### config.mk
export PLATFORM = sky130hd
export DESIGN_NAME = fetch_pair_queue_flat
export DESIGN_NICKNAME = d
export VERILOG_FILES = /design/src/rtl/fetch_pair_queue_pkg.sv /design/src/rtl/fetch_pair_queue_if.sv /design/src/rtl/fetch_pair_queue_mem.sv /design/src/rtl/fetch_pair_queue.sv /design/src/flat_wrapper.sv
export SDC_FILE = /design/constraint.sdc
export NUM_CORES = 1
export LEC_CHECK = 0
export CAP_MARGIN = 20
export CORE_ASPECT_RATIO = 1.25
export CORE_MARGIN = 3
export CORE_UTILIZATION = 46
export CTS_BUF_LIST = sky130_fd_sc_hd__clkbuf_4 sky130_fd_sc_hd__clkbuf_8 sky130_fd_sc_hd__clkbuf_16
export DETAILED_ROUTE_END_ITERATION = 7
export PLACE_DENSITY = 0.78
export SYNTH_ARGS = -nofsm -noshare
export SYNTH_HDL_FRONTEND = slang
export SYNTH_SLANG_ARGS = --single-unit
### constraint.sdc
create_clock -name clk -period 4.3 [get_ports clk]
set_input_delay 0.43 -clock clk [delete_from_list [all_inputs] [get_ports clk]]
set_output_delay 0.43 -clock clk [all_outputs]
set_load 0.02 [all_outputs]
### src/rtl/fetch_pair_queue_pkg.sv
// Shared widths, default filler instruction and queue entry layout for the
// instruction-pair fetch queue.
package fetch_pair_queue_pkg;

    localparam int INST_W = 32;
    localparam int PAIR_W = 64;
    localparam logic [INST_W-1:0] NOP_INST = 32'h0000_0013;

    typedef struct packed {
        logic [31:0]       pc;
        logic [INST_W-1:0] inst_b;
        logic [INST_W-1:0] inst_a;
    } pair_entry_t;

    localparam int ENTRY_W = $bits(pair_entry_t);

endpackage

### src/rtl/fetch_pair_queue_if.sv
// Instruction-memory, redirect and decoder signals of the fetch pair queue.
// master = the queue itself, slave = memory/decoder environment.
interface fetch_pair_queue_if;
    import fetch_pair_queue_pkg::*;

    logic              imem_req;
    logic [31:0]       imem_addr;
    logic [PAIR_W-1:0] imem_rdata;
    logic              redirect_valid;
    logic [31:0]       redirect_pc;
    logic              dec_valid;
    logic              dec_ready;
    logic [INST_W-1:0] instA;
    logic [INST_W-1:0] instB;
    logic [31:0]       pc;

    modport master (
        output imem_req, imem_addr,
        input  imem_rdata,
        input  redirect_valid, redirect_pc,
        output dec_valid,
        input  dec_ready,
        output instA, instB, pc
    );

    modport slave (
        input  imem_req, imem_addr,
        output imem_rdata,
        output redirect_valid, redirect_pc,
        input  dec_valid,
        output dec_ready,
        input  instA, instB, pc
    );

endinterface

### src/rtl/fetch_pair_queue_mem.sv
// Pair storage: DEPTH entries, one synchronous write port, asynchronous read
// so the head entry reaches the decoder with no added latency.
module pair_fifo_mem
    import fetch_pair_queue_pkg::*;
#(
    parameter int DEPTH = 4,
    localparam int PTR_W = $clog2(DEPTH)
) (
    input  logic             clk,
    input  logic             we,
    input  logic [PTR_W-1:0] waddr,
    input  pair_entry_t      wdata,
    input  logic [PTR_W-1:0] raddr,
    output pair_entry_t      rdata
);

    pair_entry_t mem_q [DEPTH];

    always_ff @(posedge clk) begin
        if (we) begin
            mem_q[waddr] <= wdata;
        end
    end

    assign rdata = mem_q[raddr];

endmodule

### src/rtl/fetch_pair_queue.sv
// Fetches 8-byte instruction pairs ahead of the decoder, queues them, and
// flushes/restarts on redirect.
module fetch_pair_queue
    import fetch_pair_queue_pkg::*;
#(
    parameter int                DEPTH    = 4,
    parameter logic [31:0]       RESET_PC = 32'h0000_0000,
    parameter logic [INST_W-1:0] NOP_INST = fetch_pair_queue_pkg::NOP_INST
) (
    input logic                 clk,
    input logic                 rst,
    fetch_pair_queue_if.master  bus
);

    localparam int PTR_W = $clog2(DEPTH);
    localparam int CNT_W = PTR_W + 1;

    logic [31:0]      fetch_pc_q, fetch_pc_d;
    logic [CNT_W-1:0] count_q, count_d;
    logic [PTR_W-1:0] head_q, head_d;
    logic [PTR_W-1:0] tail_q, tail_d;
    logic             inflight_q, inflight_d;
    logic [31:0]      inflight_addr_q, inflight_addr_d;
    logic             inflight_nop_q, inflight_nop_d;
    logic             nop_pending_q, nop_pending_d;

    logic             req;
    logic             valid;
    logic             push;
    logic             pop;
    logic [CNT_W:0]   occupancy;
    pair_entry_t      wr_entry;
    pair_entry_t      rd_entry;
    logic             unused_pc_bits;

    assign unused_pc_bits = ^bus.redirect_pc[1:0];

    // A slot is reserved for the inflight response, so push can never overflow.
    assign occupancy = {1'b0, count_q} + (CNT_W+1)'(inflight_q);
    assign req       = !rst && !bus.redirect_valid && (occupancy < (CNT_W+1)'(DEPTH));
    assign valid     = (count_q != '0);
    // The response arriving during a redirect belongs to the old stream.
    assign push      = inflight_q && !bus.redirect_valid;
    assign pop       = valid && bus.dec_ready && !bus.redirect_valid;

    always_comb begin
        wr_entry.pc     = inflight_addr_q;
        wr_entry.inst_b = bus.imem_rdata[63:32];
        wr_entry.inst_a = inflight_nop_q ? NOP_INST : bus.imem_rdata[31:0];
    end

    always_comb begin
        fetch_pc_d      = fetch_pc_q;
        count_d         = count_q;
        head_d          = head_q;
        tail_d          = tail_q;
        inflight_d      = 1'b0;
        inflight_addr_d = inflight_addr_q;
        inflight_nop_d  = inflight_nop_q;
        nop_pending_d   = nop_pending_q;

        if (bus.redirect_valid) begin
            fetch_pc_d    = {bus.redirect_pc[31:3], 3'b000};
            count_d       = '0;
            head_d        = '0;
            tail_d        = '0;
            nop_pending_d = bus.redirect_pc[2];
        end else begin
            if (req) begin
                fetch_pc_d      = fetch_pc_q + 32'd8;
                inflight_d      = 1'b1;
                inflight_addr_d = fetch_pc_q;
                inflight_nop_d  = nop_pending_q;
                nop_pending_d   = 1'b0;
            end
            if (push) begin
                tail_d = tail_q + PTR_W'(1);
            end
            if (pop) begin
                head_d = head_q + PTR_W'(1);
            end
            case ({push, pop})
                2'b10:   count_d = count_q + CNT_W'(1);
                2'b01:   count_d = count_q - CNT_W'(1);
                default: count_d = count_q;
            endcase
        end
    end

    always_ff @(posedge clk) begin
        if (rst) begin
            fetch_pc_q      <= RESET_PC;
            count_q         <= '0;
            head_q          <= '0;
            tail_q          <= '0;
            inflight_q      <= 1'b0;
            inflight_addr_q <= '0;
            inflight_nop_q  <= 1'b0;
            nop_pending_q   <= 1'b0;
        end else begin
            fetch_pc_q      <= fetch_pc_d;
            count_q         <= count_d;
            head_q          <= head_d;
            tail_q          <= tail_d;
            inflight_q      <= inflight_d;
            inflight_addr_q <= inflight_addr_d;
            inflight_nop_q  <= inflight_nop_d;
            nop_pending_q   <= nop_pending_d;
        end
    end

    always_ff @(posedge clk) begin
        if (!rst) begin
            assert (!(push && !pop && count_q == CNT_W'(DEPTH)));
        end
    end

    pair_fifo_mem #(.DEPTH(DEPTH)) u_mem (
        .clk   (clk),
        .we    (push && !rst),
        .waddr (tail_q),
        .wdata (wr_entry),
        .raddr (head_q),
        .rdata (rd_entry)
    );

    assign bus.imem_req  = req;
    assign bus.imem_addr = fetch_pc_q;
    assign bus.dec_valid = valid;
    assign bus.instA     = valid ? rd_entry.inst_a : '0;
    assign bus.instB     = valid ? rd_entry.inst_b : '0;
    assign bus.pc        = valid ? rd_entry.pc     : '0;

endmodule

### src/flat_wrapper.sv
// flat-port wrapper written by rule: the top's interface ports become plain ports
module fetch_pair_queue_flat import fetch_pair_queue_pkg::*;
#(
    parameter int                DEPTH    = 4,
    parameter logic [31:0]       RESET_PC = 32'h0000_0000,
    parameter logic [INST_W-1:0] NOP_INST = fetch_pair_queue_pkg::NOP_INST
)
  (clk, rst, bus_imem_req, bus_imem_addr, bus_imem_rdata, bus_redirect_valid, bus_redirect_pc, bus_dec_valid, bus_dec_ready, bus_instA, bus_instB, bus_pc);
  fetch_pair_queue_if bus_i ();
  input logic clk;
  input logic rst;
  output wire logic [$bits(bus_i.imem_req)-1:0] bus_imem_req;
  output wire logic [$bits(bus_i.imem_addr)-1:0] bus_imem_addr;
  input wire logic [$bits(bus_i.imem_rdata)-1:0] bus_imem_rdata;
  input wire logic [$bits(bus_i.redirect_valid)-1:0] bus_redirect_valid;
  input wire logic [$bits(bus_i.redirect_pc)-1:0] bus_redirect_pc;
  output wire logic [$bits(bus_i.dec_valid)-1:0] bus_dec_valid;
  input wire logic [$bits(bus_i.dec_ready)-1:0] bus_dec_ready;
  output wire logic [$bits(bus_i.instA)-1:0] bus_instA;
  output wire logic [$bits(bus_i.instB)-1:0] bus_instB;
  output wire logic [$bits(bus_i.pc)-1:0] bus_pc;
  assign bus_imem_req = bus_i.imem_req;
  assign bus_imem_addr = bus_i.imem_addr;
  assign bus_i.imem_rdata = bus_imem_rdata;
  assign bus_i.redirect_valid = bus_redirect_valid;
  assign bus_i.redirect_pc = bus_redirect_pc;
  assign bus_dec_valid = bus_i.dec_valid;
  assign bus_i.dec_ready = bus_dec_ready;
  assign bus_instA = bus_i.instA;
  assign bus_instB = bus_i.instB;
  assign bus_pc = bus_i.pc;
  fetch_pair_queue #(.DEPTH(DEPTH), .RESET_PC(RESET_PC), .NOP_INST(NOP_INST)) u_core (.clk(clk), .rst(rst), .bus(bus_i));
endmodule
==> results of run 1 <==
kinds of logic (layout without fill, tap and decap cells):
kind of cell,count (synthesis),after routing,share of synthesized area (%)
and+or+nand+nor,327,327,10.2
AOI/OAI and AO/OA,92,92,3.40
adders and majority gates,7,7,0.539
other,1,6,0.0212
buffers and inverters,84,331,2.16
muxes,96,96,12.1
xor gates and xnor gates,9,9,0.447
DFF,442,442,71.2
per-stage QoR:
step / hold WS, ns / area (µm²) / utilization [%]
2_1_floorplan: 0.427 / 17700 / -
4_1_cts: 0.438 / 21900 / 58.4
3_3_place_gp: 0.471 / 20500 / 54.5
6_report: 0.464 / 21900 / 58.4
5_1_grt: 0.471 / 21900 / 58.4
3_5_place_dp: 0.475 / 20500 / 54.5
flip-flops by register name, summed over array words and instances, names as in the netlist, named ones only:
signal and cells:
u_core.tail_q 2, u_core.count_q 3, u_core.bus.imem_addr 29, u_core.inflight_addr_q 29, u_core.inflight_nop_q 1, u_core.head_q 2, u_core.inflight_q 1, u_core.nop_pending_q 1
u_core.u_mem.mem_q 372
power by group:
part           internal (W)  switching [W]
Combinational      0.000197       0.000193
Sequential          0.00468      0.0000587
Clock               0.00224        0.00155
cell usage in the layout, fill, tap and decap left out, drive strengths merged, types with 8 or more instances in the layout:
master         count
edfxtp           372
clkdlybuf4s50    220
and2              95
mux4              93
nand2             93
dfxtp             70
clkbuf            55
a21oi             40
nor2b             29
nor2              23
buf               22
nand3             16
nand4             16
o211ai            15
clkinv            15
inv               12
and3              12
or3               11
or4                8
worst max-delay path, stage by stage, from the launching register on:
cell	delay (ns)
dfxtp_4	0.89
buf_4	0.38
mux4_2	0.34
and2_1	0.18
clkdlybuf4s50_1	0.53
metal layers:
metal	up-vias	part of all wire [%]	wire length [µm]	track usage [%]
met4	2	2.2	812	5.31
met3	60	6.2	2340	3.42
li1	4544	-	-	-
met5	-	0.027	10	0
met1	5069	41	15400	24.2
met2	370	51	19200	31.7
area by class of cell:
class                           instances  area, µm²  area share [%]
Multi-Input combinational cell        537       4740            21.6
Clock buffer                           55       1240            5.67
Inverter                               10       37.5           0.171
Clock inverter                         24        208           0.947
Sequential cell                       442      12600            57.4
Timing Repair Buffer                  242       2510            11.5
Tap cell                              486        608            2.77
worst max path at each step:
stage                                           end               start  slack (ns)
after CTS                                bus_pc[12]           flip-flop        0.85
after global routing                  bus_instA[26]           flip-flop        0.76
after detailed placement  u_core.u_mem.mem_q[3][55]  bus_redirect_valid        1.32
after floorplan            u_core.u_mem.mem_q[0][0]  bus_redirect_valid        0.50
after global placement    u_core.u_mem.mem_q[1][60]  bus_redirect_valid        1.35
final                                 bus_instB[12]           flip-flop        0.97
==> flow_summary.yaml, run 1 <==
outcome:
  status: "finished, final reports clean"
power:
  total_power_w: 0.00891
  ir_drop_mv: 0.239
  leakagePower_nw: 7.14
  p_per_area_nw_per_um2: 406
sta:
  tightestPinTransition_ns: 0.869
  max_freq_ghz: 0.300
  post-route-min-period_ns: 3.33
  rsz0062_at_grt: "false"
  clock_skew_ns: 0.0183
  fin_tns_setup_ns: 0
  finalHoldViolCount: 0
  slew_viol_final: 0
  layout_setup_ws_ns: 0.968
  setup-violations-final: 0
  fin_crit_sh_pct: 77.5
  relSlewSlack_pct: 42.1
critical_path:
  timing.rr.end: "u_core.count_q[2]"
  r2r_slack_ns: 1.68
  critPathMaxFanout: 52
  worstPathRequired_ns: 3.87
  regToRegStartpoint: "u_core.count_q[0]"
  cp.arrival_ns: 2.90
  worstSetupPathType: "flip-flop to output pin"
  ff2ff_path_depth: 8
  critPathCaptureType: "output pin"
  start_kind: "flip-flop"
worst_hold_path:
  min_path_cells: 2
  min_from: "rst"
  hold_path_class: "primary input to flip-flop"
  hold_path_end: "u_core.bus.imem_addr[11]"
placed_design:
  port_buffers: 221
  gp_congestion: 0.860
  place_inst: 1717
  dp_hpwl_um: 23400
  preCtsSetupSlack_ns: 1.32
flow_run:
  maxCapViolCount: 0
die:
  rows: 79
  dieArea_um2: 40800
  ioPinCount: 230
  die_h_um: 225
  die_x_um: 181
  initial_core_util_pct: 47.0
  coreArea_um2: 37600
yosys:
  ys_types: 54
  async_flop_share_pct: 0
  synth_warnings: 0
  synth_area_leaders: "edfxtp_1, mux4_2, dfxtp_1"
  synth-seq-cells: 442
  yosysSeqAreaShare_pct: 71.2
  synth_edf_count: 372
  synth_top_area_cell: "edfxtp_1"
  synth_cells: 1058
  ys.flop_type: "edfxtp_1"
  synth_common_cells: "edfxtp_1, and2_1, mux4_2, nand2_1, dfxtp_1"
  synth_top_area_share_pct: 63.3
  netlist_area_um2: 17600
  synth.avg_cell_area_um2: 16.7
  synth.most_common_cell: "edfxtp_1"
clock_network:
  cts_max_level: 2
  cts.path.max_buffers: 3
  clk_pin_slew_worst_paths_ns: 0.06
  clock-sinks: 442
  cts_made_buffers: 44
  cts_tree: "built"
  cts_resized: 0
  insertion_delay_ns: 0.54
  clockRootBuffer: "clkbuf_16"
  post_cts_buffers: 0
  cts.hold.buffers_added: 0
drt:
  viasPerCell: 5.59
  route.detailed.drc: 0
  routedWlPerCell_um: 21.0
  vias: 10045
  drtAntennaViolNets: 0
  drt_iter0_markers: 788
  routed_wl_um: 37700
  drtPass1Iterations: 5
final_layout:
  drive_gt1_share_pct: 15.3
  nNetsFinal: 1384
  areaGrowthSynthToFinish_pct: 24.2
  fin_cells: 1796
  fill_cells: 2822
  antenna_cells: 0
global_route:
  grt_pass1_wl_um: 59200
  antenna_found_initial: 1
  grt_max_degree: 65
  grt_overflow: 0
  grt_pass1_vias: 10428
  grt_usage_pct: 18.4
No activity file was read; power rests on OpenSTA's default activity.
==> run 2, diff against run 1 <==
==> constraint.sdc (replaced) <==
create_clock -name clk -period 3.4 [get_ports clk]
set_input_delay 0.34 -clock clk [delete_from_list [all_inputs] [get_ports clk]]
set_output_delay 0.34 -clock clk [all_outputs]
set_load 0.02 [all_outputs]
==> flow_summary.yaml, run 2 (same netlist as run 1, synthesis figures left out) <==
power:
  p_switching_w: 0.00219
  total_power_w: 0.0109
  p_int_w: 0.00869
  seqPwrFrac_pct: 55.1
  combPwrFrac_pct: 4.6
  leakagePower_nw: 7.14
  p_per_area_nw_per_um2: 497
  pwr-share-clk_pct: 40.3
  ir_drop_mv: 0.310
  switching_share_pct: 20.1
final_layout:
  largest_reg_flops: 372
  areaGrowthSynthToFinish_pct: 23.9
  drive_gt1_share_pct: 15.8
  largest_register: "u_core.u_mem.mem_q"
  antenna_cells: 0
  mostFrequentLayoutCell: "edfxtp_1"
  nNetsFinal: 1392
  final_util_pct: 58.2
  most-common-layout-cells: "edfxtp_1, clkdlybuf4s50_1, and2_1, mux4_2, nand2_1"
critical_path:
  start_kind: "flip-flop"
  ff2ff_path_depth: 8
  critPathMaxFanout: 36
  regToRegStartpoint: "u_core.count_q[0]"
  crit_cells: 4
  timing.rr.end: "u_core.count_q[2]"
  cp_top_family: "buffers and inverters"
  worstPathRequired_ns: 3.06
  crit_chain: "buf_12, mux4_2, and2_1, clkdlybuf4s50_1"
  crit_path_end: "bus_instA[31]"
  r2r_slack_ns: 0.95
  max_stage_delay_ns: 0.60
  worstSetupPathType: "flip-flop to output pin"
  cp.arrival_ns: 2.79
  slowest_stage: "dfxtp_4"
  path_buf_inv: 2
  critPathCaptureType: "output pin"
die:
  initial_core_util_pct: 47.0
  dieArea_um2: 40800
  coreArea_um2: 37600
  ioPinCount: 230
  rows: 79
  die_h_um: 225
  die_x_um: 181
sta:
  tightestPinTransition_ns: 0.993
  finalHoldViolCount: 0
  clock_skew_ns: 0.00893
  post-route-min-period_ns: 3.13
  setup-violations-final: 0
  fin_crit_sh_pct: 92.2
  relSlewSlack_pct: 33.7
  rsz0062_at_grt: "false"
  slew_viol_final: 0
  max_freq_ghz: 0.319
  fin_tns_setup_ns: 0
global_route:
  grt_usage_pct: 18.3
  grt_pass1_vias: 10493
  grt_max_degree: 59
  grt_overflow: 0
  antenna_found_initial: 1
  grt_pass1_wl_um: 58900
clock_network:
  post_cts_buffers: 0
  clock-sinks: 442
  cts_max_level: 2
  cts.path.max_buffers: 3
  clockRootBuffer: "clkbuf_16"
  cts_resized: 0
  clk_pin_slew_worst_paths_ns: 0.07
  insertion_delay_ns: 0.53
  cts_tree: "built"
  cts.hold.buffers_added: 0
  cts_made_buffers: 42
outcome:
  status: "finished, final reports clean"
drt:
  drtAntennaViolNets: 0
  viasPerCell: 5.54
  drt_iter0_markers: 634
  routedWlPerCell_um: 20.7
  routed_wl_um: 37300
  vias: 9994
  route.detailed.drc: 0
  drtPass1Iterations: 6
placed_design:
  port_buffers: 221
  dp_hpwl_um: 23400
  gp_congestion: 0.842
flow_run:
  maxCapViolCount: 0
worst_hold_path:
  hold_path_class: "primary input to flip-flop"
[run 2: cell types whose count changed in the layout (fill, tap and decap cells not counted), moves of 2 or more]
cell / delta
clkinvlp_4: -2
clkbuf_16: -4
bufinv_16: -2
clkbuf_4: +3
buf_4: +10
[run 2: stage by stage]
stage / hold WS, ns / cell area (µm²) / cells / setup slack (ns)
2_1_floorplan: 0.427 / 17700 / 1063 / 0.733
3_3_place_gp: 0.474 / 20600 / 1727 / 0.749
3_5_place_dp: 0.480 / 20600 / 1727 / 0.719
4_1_cts: 0.252 / 21900 / 1803 / 0.169
5_1_grt: 0.289 / 21900 / 1803 / 0.0802
6_report: 0.280 / 21900 / 1803 / 0.265
[run 2: how the worst min path moves through the flow]
stage                               startpoint                   endpoint  slack [ns]  cells after the start
floorplan                 u_core.nop_pending_q      u_core.inflight_nop_q        0.43                      2
global placement    u_core.inflight_addr_q[23]  u_core.u_mem.mem_q[3][87]        0.47                      0
detailed placement        u_core.nop_pending_q      u_core.inflight_nop_q        0.48                      2
CTS                                        rst       u_core.nop_pending_q        0.25                      2
global route                               rst       u_core.nop_pending_q        0.29                      2
finish                                     rst       u_core.nop_pending_q        0.28                      2
[run 2: layout make-up]
cell class,count,area [µm²]
fillers,2830,15700
flip-flops and latches,442,12600
multi-input cells,537,4740
repair buffers,252,2590
clock buffers,55,1180
well taps,486,608
clock inverters,21,134
inverters,10,37.5
[run 2: metal layers]
metal  part of all wire (%)  GRT usage (%)
met5                  0.035              0
met4                    2.0           4.55
met3                    6.0           3.31
met2                     52           31.6
met1                     40           24.2
[run 2: power by group through the flow]
stage	Combinational [W]	Clock [W]	Sequential, W
after floorplan	0.000212	0	0.00611
after global placement	0.000490	0	0.00610
after detailed placement	0.000499	0	0.00610
after CTS	0.000503	0.00450	0.00599
after global routing	0.000539	0.00472	0.00600
final	0.000499	0.00439	0.00599
